## src/rtl/druaga_sprite_pkg.sv

```systemverilog
// Shared constants and types for the per-scanline sprite scheduler.
package druaga_sprite_pkg;

    localparam int NSPR_MAX   = 64;

    localparam int CODE_MSB   = 7;
    localparam int CODE_LSB   = 0;
    localparam int YPOS_MSB   = 15;
    localparam int YPOS_LSB   = 8;
    localparam int ATTR_MSB   = 23;
    localparam int ATTR_LSB   = 16;

    localparam int ATTR_FLIPX = 0;
    localparam int ATTR_FLIPY = 1;
    localparam int ATTR_TALL  = 3;

    localparam logic [8:0] Y_BIAS = 9'h10;

    localparam int HIT_W = 11;

    typedef enum logic [2:0] {
        IDLE,
        ISSUE,
        WAIT,
        EVAL,
        DONE
    } sched_state_t;

endpackage

```

## src/rtl/sprite_hit_fifo.sv

```systemverilog
// Synchronous hit queue holding {idx,row}; occupancy counter gives full/empty.
module sprite_hit_fifo #(
    parameter int QDEPTH = 16,
    parameter int W      = 11
) (
    input  logic         clk_i,
    input  logic         rst_i,
    input  logic         flush_i,
    input  logic         push_i,
    input  logic         pop_i,
    input  logic [W-1:0] din_i,
    output logic [W-1:0] dout_o,
    output logic         full_o,
    output logic         empty_o
);

    localparam int         AW       = $clog2(QDEPTH);
    localparam logic [AW:0] FULL_CNT = (AW+1)'(QDEPTH);

    logic [W-1:0]  mem_q [QDEPTH];
    logic [AW-1:0] wr_q;
    logic [AW-1:0] rd_q;
    logic [AW:0]   cnt_q;
    logic          push_ok;
    logic          pop_ok;

    // A push into a full queue is only legal when a pop frees a slot on the same edge.
    assign pop_ok  = pop_i && !empty_o;
    assign push_ok = push_i && (!full_o || pop_ok);

    always_ff @(posedge clk_i or posedge rst_i) begin
        if (rst_i) begin
            wr_q  <= '0;
            rd_q  <= '0;
            cnt_q <= '0;
        end else if (flush_i) begin
            wr_q  <= '0;
            rd_q  <= '0;
            cnt_q <= '0;
        end else begin
            if (push_ok) wr_q <= wr_q + 1'b1;
            if (pop_ok)  rd_q <= rd_q + 1'b1;
            case ({push_ok, pop_ok})
                2'b10:   cnt_q <= cnt_q + 1'b1;
                2'b01:   cnt_q <= cnt_q - 1'b1;
                default: cnt_q <= cnt_q;
            endcase
        end
    end

    always_ff @(posedge clk_i) begin
        if (push_ok && !flush_i) mem_q[wr_q] <= din_i;
    end

    assign dout_o  = mem_q[rd_q];
    assign full_o  = (cnt_q == FULL_CNT);
    assign empty_o = (cnt_q == '0);

endmodule

```

## src/rtl/druaga_sprite_sched.sv

```systemverilog
// Per-scanline sprite scheduler: scans attribute RAM, hit-tests each entry
// against the target line and dispatches render commands over valid/ready.
module druaga_sprite_sched
    import druaga_sprite_pkg::*;
#(
    parameter int NSPR    = 64,
    parameter int QDEPTH  = 16,
    parameter int RAM_LAT = 1
) (
    input  logic        VCLKx8,
    input  logic        RESET,
    input  logic        LINE_START,
    input  logic [8:0]  VPOSL,
    output logic [5:0]  SPRA_A,
    output logic        SPRA_RD,
    input  logic [23:0] SPRA_D,
    output logic        CMD_VALID,
    input  logic        CMD_READY,
    output logic [5:0]  CMD_IDX,
    output logic [4:0]  CMD_ROW,
    output logic        BUSY,
    output logic        OVERFLOW
);

    localparam logic [5:0] N_LAST    = 6'(NSPR - 1);
    localparam logic [1:0] WAIT_LAST = 2'((RAM_LAT > 1) ? RAM_LAT - 2 : 0);

    sched_state_t state_q, state_d;
    logic [5:0]   n_q, n_d;
    logic [1:0]   wcnt_q, wcnt_d;
    logic [8:0]   vpos_q, vpos_d;
    logic         ovf_q, ovf_d;

    logic [8:0]   y;
    logic         tall;
    logic         hit;
    logic [4:0]   row;
    logic         push;
    logic         pop;
    logic         fifo_full;
    logic         fifo_empty;
    logic [HIT_W-1:0] fifo_dout;
    logic         unused_spra;

    assign unused_spra = ^{SPRA_D[ATTR_MSB:ATTR_LSB+ATTR_TALL+1],
                           SPRA_D[ATTR_LSB+ATTR_TALL-1:ATTR_LSB],
                           SPRA_D[CODE_MSB:CODE_LSB]};

    assign tall = SPRA_D[ATTR_LSB+ATTR_TALL];
    assign y    = {1'b0, SPRA_D[YPOS_MSB:YPOS_LSB]} + Y_BIAS + vpos_q;
    assign hit  = !y[8] && (tall ? (y[7:5] == 3'b111) : (y[7:4] == 4'hF));
    assign row  = y[4:0] & {tall, 4'hF};

    // LINE_START flushes the queue, so neither a push nor a pop may land on that edge.
    assign pop  = CMD_VALID && CMD_READY && !LINE_START;
    assign push = (state_q == EVAL) && hit && !LINE_START && (!fifo_full || pop);

    always_ff @(posedge VCLKx8 or posedge RESET) begin
        if (RESET) begin
            state_q <= IDLE;
            n_q     <= '0;
            wcnt_q  <= '0;
            vpos_q  <= '0;
            ovf_q   <= 1'b0;
        end else begin
            state_q <= state_d;
            n_q     <= n_d;
            wcnt_q  <= wcnt_d;
            vpos_q  <= vpos_d;
            ovf_q   <= ovf_d;
        end
    end

    always_comb begin
        state_d = state_q;
        n_d     = n_q;
        wcnt_d  = wcnt_q;
        vpos_d  = vpos_q;
        ovf_d   = ovf_q;
        if (LINE_START) begin
            state_d = ISSUE;
            n_d     = '0;
            wcnt_d  = '0;
            vpos_d  = VPOSL;
            ovf_d   = 1'b0;
        end else begin
            case (state_q)
                IDLE: state_d = IDLE;
                ISSUE: begin
                    wcnt_d  = '0;
                    state_d = (RAM_LAT > 1) ? WAIT : EVAL;
                end
                WAIT: begin
                    if (wcnt_q == WAIT_LAST) state_d = EVAL;
                    else                     wcnt_d  = wcnt_q + 1'b1;
                end
                EVAL: begin
                    if (hit && fifo_full && !pop) ovf_d = 1'b1;
                    if (n_q == N_LAST) begin
                        state_d = DONE;
                    end else begin
                        n_d     = n_q + 1'b1;
                        state_d = ISSUE;
                    end
                end
                DONE:    state_d = IDLE;
                default: state_d = IDLE;
            endcase
        end
    end

    sprite_hit_fifo #(
        .QDEPTH (QDEPTH),
        .W      (HIT_W)
    ) u_fifo (
        .clk_i   (VCLKx8),
        .rst_i   (RESET),
        .flush_i (LINE_START),
        .push_i  (push),
        .pop_i   (pop),
        .din_i   ({n_q, row}),
        .dout_o  (fifo_dout),
        .full_o  (fifo_full),
        .empty_o (fifo_empty)
    );

    assign SPRA_A    = n_q;
    assign SPRA_RD   = (state_q == ISSUE);
    assign BUSY      = (state_q == ISSUE) || (state_q == WAIT) || (state_q == EVAL);
    assign OVERFLOW  = ovf_q;
    assign CMD_VALID = !fifo_empty;
    assign CMD_IDX   = CMD_VALID ? fifo_dout[10:5] : '0;
    assign CMD_ROW   = CMD_VALID ? fifo_dout[4:0]  : '0;

endmodule

```

## config.mk

```make
export PLATFORM = sky130hd
export DESIGN_NAME = druaga_sprite_sched
export DESIGN_NICKNAME = d
export VERILOG_FILES = /design/src/rtl/druaga_sprite_pkg.sv /design/src/rtl/sprite_hit_fifo.sv /design/src/rtl/druaga_sprite_sched.sv
export SDC_FILE = /design/constraint.sdc
export NUM_CORES = 1
export LEC_CHECK = 0
export CAP_MARGIN = 20
export CORE_MARGIN = 4
export CORE_UTILIZATION = 40
export DETAILED_ROUTE_END_ITERATION = 10
export PLACE_DENSITY = 0.69
export SLEW_MARGIN = 20
export SYNTH_ARGS = -nofsm -noshare
export SYNTH_HDL_FRONTEND = slang
export SYNTH_SLANG_ARGS = --single-unit
```

## constraint.sdc

```tcl
create_clock -name VCLKx8 -period 5.2 [get_ports VCLKx8]
set_clock_uncertainty 0.05 [all_clocks]
set_input_delay 1.56 -clock VCLKx8 [delete_from_list [all_inputs] [get_ports VCLKx8]]
set_output_delay 1.56 -clock VCLKx8 [all_outputs]
set_load 0.02 [all_outputs]
```

Word level (Yosys, flattened, before mapping)
Memories as Yosys holds them, arrays and structs flattened.
Cells that the tools add are included.
{"block": "totals", "reg_bits": 34, "mem_bits_rw": 176, "inputBits": 37, "output_inout_bits": 21, "n_memories": 1}
{"block": "classes", "addsub": 8, "eq_ne": 12, "n_mux": 24, "bitwise": 1, "n_reduce_logical": 31}
{"memory": "u_fifo.mem_q", "depth": 16, "width": 11, "rd": 1, "rd_clocked_by_memory_dff": 0, "write_ports": 1, "line_no": "sprite_hit_fifo.sv:20", "rtl": "logic [W-1:0] mem_q [QDEPTH];"}
{"op": "6-bit two-way mux", "n": 4}
{"op": "4-bit two-way mux", "n": 4}
{"op": "1-bit logical AND", "n": 11}
{"op": "5-bit two-way mux", "n": 2}
{"op": "5-bit case mux with 2 select lines", "n": 1}
{"op": "8-bit by 5-bit adder with 9-bit output (second input constant)", "n": 1}
{"op": "9-bit adder", "n": 1}
{"op": "3-bit two-way mux", "n": 3}
{"op": "3-bit case mux with 3 select lines", "n": 1}
{"op": "4-bit by 1-bit adder with 4-bit output (second input constant)", "n": 2}
{"op": "2-bit nonzero test", "n": 4}
{"op": "6-bit by 1-bit adder with 6-bit output (second input constant)", "n": 1}
{"op": "3-bit by 2-bit equality test with 1-bit output (second input constant)", "n": 2}
{"op": "6-bit equality test (second input constant)", "n": 1}
{"op": "1-bit two-way mux", "n": 6}
{"op": "3-bit != test (second input constant)", "n": 2}
{"op": "2-bit AND reduction", "n": 3}
{"op": "3-bit nonzero test", "n": 2}
{"op": "5-bit by 1-bit adder with 5-bit output (second input constant)", "n": 1}
{"op": "5-bit AND", "n": 1}
{"op": "5-bit equality test (second input constant)", "n": 1}
{"op": "1-bit zero test", "n": 5}
{"op": "5-bit zero test", "n": 1}
{"op": "5-bit by 1-bit subtractor with 5-bit output (second input constant)", "n": 1}
{"op": "11 further kinds", "n": 15}

Longest topological paths before layout
{"block": "depth", "ltp_word": 12, "mapped_depth": 17, "mapped_depth_nobuf": 17}

Modules after synthesis
From an unflattened synthesis, not the netlist that was laid out.
{"block": "unflattened", "hier_cells": 503, "area_unflattened_um2": 9057.4}
{"module": "sprite_hit_fifo", "n_inst": 1, "cells_per_inst": 361, "area_per_inst_um2": 7616.1, "seq_area_each_um2": 5610.4}
{"module": "druaga_sprite_sched", "n_inst": 1, "cells_per_inst": 142, "area_per_inst_um2": 1441.4, "seq_area_each_um2": 525.5}

Least setup slack after synthesis
Ideal clock, no wire load.
{"block": "synth_path", "path_kind": "in2reg", "from": "in SPRA_D[9]", "to": "reg u_fifo.cnt_q[4]", "setup_ns": 0.128, "arrival_time_ns": 4.854, "t_required_ns": 5.022, "slack_ns": 0.168, "stages": 17, "path_buffers": 0, "cell_sequence": "ha_1 ha_1 inv_1 fa_1 nand2b_1 a2111oi_2 a211oi_2 or2_4 o21ai_4 or2_2 inv_1 ha_1 nor2b_1 o21ai_0 nand2b_1 mux2i_1 mux2_1"}
{"block": "synth_via", "elab_chain_len": 12}
{"item": "from (decl)", "line_no": "druaga_sprite_sched.sv:16", "rtl": "input logic [23:0] SPRA_D,"}
{"item": "8-bit by 5-bit adder with 9-bit output (*)", "line_no": "druaga_sprite_sched.sv:50", "rtl": "assign y = {1'b0, SPRA_D[YPOS_MSB:YPOS_LSB]} + Y_BIAS + vpos_q;"}
{"item": "9-bit adder (*)", "line_no": "druaga_sprite_sched.sv:50"}
{"item": "4-bit equality test / 3-bit equality test (equally long branches)", "line_no": "druaga_sprite_sched.sv:51", "rtl": "assign hit = !y[8] && (tall ? (y[7:5] == 3'b111) : (y[7:4] == 4'hF));"}
{"item": "1-bit two-way mux", "line_no": "druaga_sprite_sched.sv:51"}
{"item": "1-bit logical AND (*)", "line_no": "druaga_sprite_sched.sv:51"}
{"item": "1-bit logical AND (*) (3 in a row)", "line_no": "druaga_sprite_sched.sv:56", "rtl": "assign push = (state_q == EVAL) && hit && !LINE_START && (!fifo_full || pop);"}
{"item": "1-bit logical AND (*)", "line_no": "sprite_hit_fifo.sv:29", "rtl": "assign push_ok = push_i && (!full_o || pop_ok);"}
{"item": "2-bit by 1-bit equality test with 1-bit output / 2-bit equality test (equally long branches)", "line_no": "sprite_hit_fifo.sv:43", "rtl": "case ({push_ok, pop_ok})"}
{"item": "5-bit case mux with 2 select lines", "line_no": "sprite_hit_fifo.sv:43"}
{"item": "5-bit two-way mux", "line_no": "sprite_hit_fifo.sv:36", "rtl": "end else if (flush_i) begin"}
{"item": "to (signal assigned)", "line_no": "sprite_hit_fifo.sv:44", "rtl": "2'b10: cnt_q <= cnt_q + 1'b1;"}
{"item": "to (signal assigned)", "line_no": "sprite_hit_fifo.sv:45", "rtl": "2'b01: cnt_q <= cnt_q - 1'b1;"}
{"item": "to (signal assigned)", "line_no": "sprite_hit_fifo.sv:46", "rtl": "default: cnt_q <= cnt_q;"}
{"item": "to (decl)", "line_no": "sprite_hit_fifo.sv:23", "rtl": "logic [AW:0] cnt_q;"}
Every way passes the cells marked *; elsewhere a longest branch is shown, timed or not.
A chain may end at the register's enable or synchronous reset.

Final worst setup path
Same ends and word-level chain as after synthesis.

==> metrics.csv <==
stage;metric;value;unit
status;outcome;finished, final reports clean;
route;via count;4880;
global_route;total gr overflow;0;
clock_network;H-tree levels;1;
synth;Post-synth ARST share;16.2;%
global_route;first-pass GRT wire length;29100;um
route;DR pass1 iterations;4;
setup_path;critical path buffer and inverter count;3;
synth;Netlist cell types;62;
timing;Slew HR;33.7;%
route;WL/cell;20.2;um
synth;Mapped Cells;517;
floorplanning;Die ar.;0.0254;mm^2
floorplanning;I/O pins;58;
pwr;PD cells;412;mW/mm^2
route;DRC viols;0;
setup_path;crit-path max FO;4;
setup_path;crit path DAT;5370;ps
pwr;peak supply drop;0.273;mV
global_route;largest net degree at the start of global routing;48;
clock_network;CTS Buf Count;23;
timing;final hold vios;0;
final_layout;commonest non-fill, non-tap cell in the layout;edfxtp_1;
route;Detail Route Antenna Nets;0;
hold_path;Hold Crit Class;reg -> reg;
setup_path;cell mode on critical path;ha_1;
timing;Max Fclk;198;MHz
floorplanning;Rows;55;
clock_network;CTS clk-pin slew, worst paths;60;ps
synth;post-synthesis sequential area ratio;66.9;%
clock_network;clk_lat worst skew;500;ps
setup_path;critical path endpoint category;register;
setup_path;cells along the critical path;clkdlybuf4s50_1 > ha_1 > ha_1 > inv_1 > fa_1 > nand2b_4 > a2111oi_4 > a211oi_2 > or2_4 > o21ai_4 > or2_2 > inv_1 > ha_1 > nor2b_4 > o21ai_2 > nand2b_1 > mux2i_1 > mux2_1;
clock_network;Clock Tree Buf Depth;3;
pwr;Leak;3.90;nW
synth;synthesis warning total;0;
setup_path;Crit Path Class;in -> reg;
floorplanning;die span in y;159;um
floorplanning;Placeable Area;0.0226;mm^2
global_route;GRT Total Usage;14.6;%
final_layout;most frequent cells in the layout;edfxtp_1 (176), mux4_2 (55), clkdlybuf4s50_1 (42);
clock_network;hold buffer count at CTS;0;
placed_design;Placed Area;0.0104;mm^2
synth;main flop type after synthesis;edfxtp_1;
final_layout;layout cell share with drive strength beyond 1;27.8;%
synth;Synth Area in XOR/XNOR;1.62;%
synth;multiplexer area fraction after synthesis;15.2;%
global_route;initial antenna violation count;0;
job;Max Cap Viol;0;
final_layout;fin cells;918;
synth;largest family of logic cells by synthesized area;multiplexers;
setup_path;CP peak stage delay;420;ps
final_layout;filler instances;1835;
synth;number of synthesized register bits;210;
setup_path;Critical Path RT;5530;ps
timing;Final period util;96.9;%
timing;final slew viol count;0;
synth;Adder-Cell Fraction of Synth Area;3.85;%
placed_design;# port buffers;42;
floorplanning;Initial Utilization;40.6;%
synth;syn avg cell area;17.7;um^2
setup_path;Startpoint Class;primary input;
clock_network;clk sink count;210;
timing;Worst-Margin Slew;994;ps
timing;min Tclk post-route;5040;ps
final_layout;NumNets Final;681;
placed_design;# placed instances;875;
final_layout;fin area;0.0112;mm^2
synth;Post-synth EDFFs;176;
route;1st-iter DRT viols;327;
global_route;number of global-route vias before repair;5216;
synth;syn nets;581;
final_layout;ANT cells;0;
timing;final setup fails;0;
route;drt total wl;18500;um
placed_design;dpl hpwl;12000;um
synth;post-synthesis compound-gate area fraction;3.34;%
setup_path;CP max stage cell;clkdlybuf4s50_1;
placed_design;GP Congestion;0.837;
synth;Simple-Gate Fraction of Synth Area;7.22;%
floorplanning;Die Width;159;um
synth;Mapped Area;0.00917;mm^2
clock_network;Root Buffer;clkbuf_16;
final_layout;P&R area growth vs syn;22.0;%
clock_network;CTS tree;yes;
route;average via count per standard cell;5.32;
setup_path;crit-path leading delay family;adder cells;
routing by layer:
metal	vias to the layer above	global-route usage, %	part of all wire, %
met3	22	2.20	6.2
met5	-	0	0
met1	2493	19.6	42
li1	2238	-	-
met2	127	25.3	51
met4	0	3.00	1.3
kinds of logic after synthesis:
kind of cell	Yosys count
fa+ha+maj	27
buf+inv	44
xor+xnor	17
compound gates	40
flops	210
mux	68
simple gates	111
final cells by class:
class,instances,area (um^2),share of cell area [%]
flip-flops and latches,210,6140,54.9
well taps,285,357,3.19
clock buffers,30,622,5.56
inverters,24,90.1,0.806
repair buffers,95,981,8.77
clock inverters,11,88.8,0.794
multi-input cells,263,2910,26.0
flip-flops by register name (all words and copies together), names as in the netlist:
name / cells
OVERFLOW: 1
SPRA_A: 6
state_q: 3
u_fifo.cnt_q: 5
u_fifo.mem_q: 176
u_fifo.rd_q: 4
u_fifo.wr_q: 4
vpos_q: 9
wcnt_q: 2
cell usage after synthesis (all sizes together) (3+ instances only):
cell type / instances / area share [%]
a21oi: 13 / 0.79
dfrtp: 34 / 9.3
and3: 4 / 0.27
nor2b: 4 / 0.27
nor2: 30 / 1.2
edfxtp: 176 / 58
buf: 9 / 0.45
inv: 24 / 0.98
a21o: 3 / 0.25
ha: 25 / 3.4
nand3b: 3 / 0.38
nand2b: 6 / 0.41
o21ai: 8 / 0.60
clkbuf: 11 / 0.45
nand2: 11 / 0.45
mux4: 55 / 14
xnor2: 8 / 0.76
xor2: 9 / 0.86
mux2: 11 / 1.4
nand4: 4 / 0.27
nor3b: 4 / 0.38
nand4b: 4 / 0.38
nand3: 5 / 0.27
and2: 26 / 1.8
per-stage QoR:
step	util (%)	worst slack [ps]	power [mW]	hold slack (ps)	TNS, ps
after global routing	49.5	-49.3	4.81	480	-67.2
after floorplan	-	168	2.71	430	0
after global placement	46.1	-393	3.07	443	-575
final	49.5	162	4.60	460	0
after CTS	49.3	2.77	4.63	468	0
after detailed placement	46.1	-489	3.11	455	-914
repair_timing:
| item | CTS | global route |
|---|---|---|
| endpoints found under the setup margin | 0 | 2 |
| buffers inserted | 0 | 2 |
| resized for setup | 0 | 8 |
worst paths after layout:
path	from	endpoint	slack, ps	depth (start not counted)
worst min register to register	vpos_q[5]$_DFFE_PP0P_	vpos_q[5]$_DFFE_PP0P_	460	1
max in group asynchronous	RESET	u_fifo.cnt_q[2]$_DFFE_PP0P_	3130	3
min in group asynchronous	RESET	u_fifo.cnt_q[0]$_DFFE_PP0P_	1380	2
worst max register to register	vpos_q[1]$_DFFE_PP0P_	u_fifo.cnt_q[4]$_DFFE_PP0P_	1280	17
worst max-delay path	SPRA_D[9]	u_fifo.cnt_q[4]$_DFFE_PP0P_	160	18
worst min-delay path	vpos_q[5]$_DFFE_PP0P_	vpos_q[5]$_DFFE_PP0P_	460	1
power by group:
part / leakage (nW) / switching, mW / internal, mW
clock: 0.333 / 0.631 / 0.892
combinational: 1.51 / 0.579 / 0.583
sequential: 2.05 / 0.0277 / 1.89
total: 3.90 / 1.24 / 3.37
Note: power is estimated with default switching activity, not from simulation.
